===== src/rtl/gray_capture.sv =====
// gray_capture: synchronises a Gray-coded timer count and its terminal-count
// interrupt, decodes the count to binary, watches for illegal Gray steps and
// captures the decoded value on an interrupt edge or a software read request.
module gray_capture #(
  parameter int unsigned SIZE = 8
) (
  input  logic            Clk,
  input  logic            Rst,
  input  logic [SIZE-1:0] Gray_in,
  input  logic            Int_in,
  input  logic            Rd_req,
  input  logic            Ack,
  output logic [SIZE-1:0] Bin_out,
  output logic            Valid,
  output logic            Done,
  output logic            Err,
  output logic [3:0]      Err_cnt
);

  typedef enum logic {
    IDLE,
    HOLD
  } state_t;

  state_t          r_state;
  state_t          w_state_nxt;

  logic [SIZE-1:0] r_s1_gray;
  logic [SIZE-1:0] r_s2_gray;
  logic            r_s1_int;
  logic            r_s2_int;
  logic            r_int_d;
  logic [SIZE-1:0] r_prev;
  logic            r_primed;
  logic [SIZE-1:0] r_bin_dec;
  logic            r_pend;

  logic [SIZE-1:0] r_bin_out;
  logic            r_valid;
  logic            r_done;
  logic            r_err;
  logic [3:0]      r_err_cnt;

  logic [SIZE-1:0] w_bin;
  logic [SIZE-1:0] w_diff;
  logic            w_seen;
  logic            w_multi;
  logic            w_int_edge;
  logic            w_cap;
  logic            w_cap_done;
  logic            w_release;
  logic            w_pend_set;
  logic            w_pend_clr;

  assign Bin_out = r_bin_out;
  assign Valid   = r_valid;
  assign Done    = r_done;
  assign Err     = r_err;
  assign Err_cnt = r_err_cnt;

  // Two-stage synchronisers for the count bus and the interrupt level.
  always_ff @(posedge Clk) begin
    if (Rst) begin
      r_s1_gray <= '0;
      r_s2_gray <= '0;
      r_s1_int  <= 1'b0;
      r_s2_int  <= 1'b0;
      r_int_d   <= 1'b0;
    end else begin
      r_s1_gray <= Gray_in;
      r_s2_gray <= r_s1_gray;
      r_s1_int  <= Int_in;
      r_s2_int  <= r_s1_int;
      r_int_d   <= r_s2_int;
    end
  end

  // Gray-to-binary decode: each binary bit is the XOR of all Gray bits at or above it.
  always_comb begin
    w_bin = '0;
    for (int unsigned i = 0; i < SIZE; i++) begin
      w_bin[i] = ^(r_s2_gray >> i);
    end
  end

  // Register the decoded count so captures see a stable value.
  always_ff @(posedge Clk) begin
    if (Rst) begin
      r_bin_dec <= '0;
    end else begin
      r_bin_dec <= w_bin;
    end
  end

  // Flag a step when more than one bit changed between consecutive samples.
  always_comb begin
    w_diff  = r_s2_gray ^ r_prev;
    w_seen  = 1'b0;
    w_multi = 1'b0;
    for (int unsigned i = 0; i < SIZE; i++) begin
      if (w_diff[i]) begin
        if (w_seen) begin
          w_multi = 1'b1;
        end
        w_seen = 1'b1;
      end
    end
  end

  // Previous-sample tracking and the sticky / saturating error record.
  always_ff @(posedge Clk) begin
    if (Rst) begin
      r_prev    <= '0;
      r_primed  <= 1'b0;
      r_err     <= 1'b0;
      r_err_cnt <= '0;
    end else begin
      r_prev   <= r_s2_gray;
      r_primed <= 1'b1;
      if (r_primed && w_multi) begin
        r_err <= 1'b1;
        if (r_err_cnt != '1) begin
          r_err_cnt <= r_err_cnt + 4'd1;
        end
      end
    end
  end

  assign w_int_edge = r_s2_int & ~r_int_d;

  // Capture FSM state register.
  always_ff @(posedge Clk) begin
    if (Rst) begin
      r_state <= IDLE;
    end else begin
      r_state <= w_state_nxt;
    end
  end

  // Capture FSM next-state and control decode; interrupt (live or pending) beats a read.
  always_comb begin
    w_state_nxt = r_state;
    w_cap       = 1'b0;
    w_cap_done  = 1'b0;
    w_release   = 1'b0;
    w_pend_set  = 1'b0;
    w_pend_clr  = 1'b0;
    case (r_state)
      IDLE: begin
        if (w_int_edge || r_pend) begin
          w_cap       = 1'b1;
          w_cap_done  = 1'b1;
          w_pend_clr  = 1'b1;
          w_state_nxt = HOLD;
        end else if (Rd_req) begin
          w_cap       = 1'b1;
          w_state_nxt = HOLD;
        end
      end
      HOLD: begin
        if (w_int_edge) begin
          w_pend_set = 1'b1;
        end
        if (Ack) begin
          w_release   = 1'b1;
          w_state_nxt = IDLE;
        end
      end
      default: begin
        w_state_nxt = IDLE;
      end
    endcase
  end

  // Pending interrupt that arrived while a capture was being held.
  always_ff @(posedge Clk) begin
    if (Rst) begin
      r_pend <= 1'b0;
    end else if (w_pend_set) begin
      r_pend <= 1'b1;
    end else if (w_pend_clr) begin
      r_pend <= 1'b0;
    end
  end

  // Output capture registers; Bin_out only moves on a capture.
  always_ff @(posedge Clk) begin
    if (Rst) begin
      r_bin_out <= '0;
      r_valid   <= 1'b0;
      r_done    <= 1'b0;
    end else if (w_cap) begin
      r_bin_out <= r_bin_dec;
      r_valid   <= 1'b1;
      r_done    <= w_cap_done;
    end else if (w_release) begin
      r_valid   <= 1'b0;
      r_done    <= 1'b0;
    end
  end

endmodule


===== config.mk =====
export PLATFORM = sky130hd
export DESIGN_NAME = gray_capture
export DESIGN_NICKNAME = d
export VERILOG_FILES = /design/src/rtl/gray_capture.sv
export SDC_FILE = /design/constraint.sdc
export NUM_CORES = 1
export LEC_CHECK = 0
export ABC_AREA = 1
export CORE_ASPECT_RATIO = 0.7
export CORE_MARGIN = 4
export CORE_UTILIZATION = 56
export DETAILED_ROUTE_END_ITERATION = 7
export PLACE_DENSITY = 0.93
export SETUP_SLACK_MARGIN = 0.2
export SLEW_MARGIN = 20
export SYNTH_ARGS = -nofsm -noshare
export SYNTH_HDL_FRONTEND = slang
export SYNTH_SLANG_ARGS = --single-unit

===== constraint.sdc =====
create_clock -name Clk -period 3.3 [get_ports Clk]
set_clock_uncertainty 0.2 [all_clocks]
set_input_delay 0.66 -clock Clk [delete_from_list [all_inputs] [get_ports Clk]]
set_output_delay 0.66 -clock Clk [all_outputs]
set_load 0.05 [all_outputs]

==> results.ini <==
[routing]
via_per_inst=4.70
wl_per_cell_um=10.1
drt_iter0_drc=91
drc=0
drt-pass1-iter-count=4
final_antenna_net_count=0
dr_total_vias=1472
drt_wl_total_um=3170

[floorplan]
row_count=17
dieArea_um2=4420
die_x_um=77.8
io_pins=28
core_um2=3210
start_util=0.594
die_h_um=56.8

[synthesis]
syn-cell-area_um2=1910
synthCells=235
synth_seq_cells=52
synth_top_cells_by_area=dfxtp_1, nor2_1, inv_1, nand2_1, xnor2_1
ys_seq_area_frac=0.546
yosys.area.top_type=dfxtp_1
syn-num-nets=249
syn_avg_cell_area_um2=8.12
synth_warnings=0
synth_cell_types=20
yosysTopAreaCellShare=0.546

[place]
dpl.hpwl_um=2300
port_buffers=27
place_ws_ns=1.20
gp_congestion=0.815

[outcome]
status=completed

[global_routing]
grt_antenna_before_repair=0
grt_start_max_net_pins=39
grt-ovfl-total=0
grt_first_pass_wirelength_um=5380
grt_usage=0.156
first_global_vias=1283

[pwr]
p_per_area_nw_per_um2=549
max-vdd-ir-drop_mv=0.351
leakage_nw=1.02
switching_power_mw=0.354
combPwrFrac=0.170
clkPwrFrac=0.286
internal-power_mw=0.919
seqPwrFrac=0.544
sw_frac_of_total=0.278

[setup_path]
slowest_stage=clkdlybuf4s50_1
slowest_delay_ns=0.84
crit_buf_inv=1
required_ns=2.44
arrival_ns=1.57
cp-end-kind=output port
critPathKind=flip-flop to output port
critical-path-top-delay-family=buffers and inverters
startpoint_type=flip-flop
path_cells=clkdlybuf4s50_1
cp_max_fo=5

[clocking]
htreeDepth=2
cts_hold_buffers=0
cts_sinks=52
cts_resized=0
clock_latency_ns=0.30
cts_root_buf=clkbuf_8
clk_path_buf_depth=2
cts_tree=yes
cts_buffers=5
cts.clk_slew.worst_paths_ns=0.08
cts_setup_buffers=0

[final_layout]
drive_above_1_share=0.0526
fill_cells=233
multi_input_area_um2=717
area_growth_pct=21.6
nets=279
regArea_um2=1040
antenna_cells=0

[sta]
fin_ws_ns=0.874
rsz0062_at_grt=false
maxSlewHeadroom=0.661
fmax_ghz=0.412
post-route-min-period_ns=2.43
tightest_slew_ns=0.507
drv_slew=0
whs_ns=0.203
tns_ns=0
hold_violations=0
period_share=0.735
setup_viol=0

[job]
drv_cap=0

[worst_hold_path]
hold_path.class=flip-flop to flip-flop

==> metrics by stage <==
| stage | instances | utilization | power, mW | area (um^2) |
|---|---|---|---|---|
| 4_1_cts | 313 | 0.722 | 1.28 | 2320 |
| 3_5_place_dp | 305 | 0.693 | 0.925 | 2230 |
| 6_report | 313 | 0.722 | 1.27 | 2320 |
| 3_3_place_gp | 305 | 0.693 | 0.916 | 2230 |
| 2_1_floorplan | 235 | - | 0.854 | 1910 |
| 5_1_grt | 313 | 0.722 | 1.34 | 2320 |
==> metal layers <==
layer	wire, um	part of all wire	track usage
met3	231	0.073	0.0449
met1	1430	0.45	0.182
met5	0	0	0
met2	1450	0.46	0.263
met4	51	0.016	0.0761
==> placed cells by master (no fill, tap or decap), types with 3 or more instances in the layout <==
| cell | instances |
|---|---|
| nand3_1 | 8 |
| xor2_1 | 5 |
| xor2_2 | 3 |
| nor2_1 | 55 |
| dfxtp_1 | 52 |
| inv_1 | 35 |
| a21oi_1 | 9 |
| clkbuf_8 | 6 |
| o21ai_0 | 12 |
| nand4_1 | 3 |
| nand2_1 | 34 |
| clkdlybuf4s50_1 | 27 |
| xnor2_1 | 7 |
==> power by group through the flow <==
stage	Sequential (mW)	Combinational, mW	Clock (mW)
2_1_floorplan	0.762	0.0925	0
3_3_place_gp	0.705	0.211	0
3_5_place_dp	0.708	0.217	0
4_1_cts	0.693	0.218	0.371
5_1_grt	0.699	0.238	0.399
6_report	0.693	0.216	0.364
==> synthesized netlist by cell type <==
library cell,instances
dfxtp_1,52
nor2_1,55
nand4_1,3
clkbuf_1,4
buf_1,1
nand3_1,8
a21o_1,1
nand3_2,1
inv_1,35
ha_1,1
a21oi_1,9
xor2_1,5
xor2_2,3
nand2_1,34
xnor2_2,1
xnor2_1,7
o31ai_1,1
or2_2,1
o21ai_1,1
o21ai_0,12
==> layout make-up <==
cell class,instances,share of cell area
Clock buffer,7,0.0372
Multi-Input combinational cell,143,0.309
Tap cell,47,0.0254
Inverter,35,0.0566
Sequential cell,52,0.449
Clock inverter,1,0.00324
Timing Repair Buffer,28,0.120
==> logic make-up (layout without fill, tap and decap cells) <==
family,after synthesis,after routing,share of synthesized area
fa+ha+maj,1,1,0.00656
flops,52,52,0.546
compound gates,24,24,0.0656
xor+xnor,16,16,0.0892
buf+inv,40,71,0.0787
simple gates,102,102,0.214
==> worst paths after layout <==
path / slack [ns] / from / endpoint / depth (start not counted)
min reg2reg: 0.20 / r_s1_gray[1] / r_s2_gray[1] / 2
max: 0.87 / Err_cnt[2] / Err_cnt[2] / 1
min: 0.20 / r_s1_gray[1] / r_s2_gray[1] / 2
max reg2reg: 1.38 / r_s2_gray[1] / Err_cnt[2] / 10
==> sequential cells by signal, summed over array words and instances (netlist names), 4 cells and up <==
name,flops
r_bin_dec,8
Bin_out,8
Err_cnt,4
r_s2_gray,8
r_prev,7
r_s1_gray,8
(Power assumes the default switching activity.)
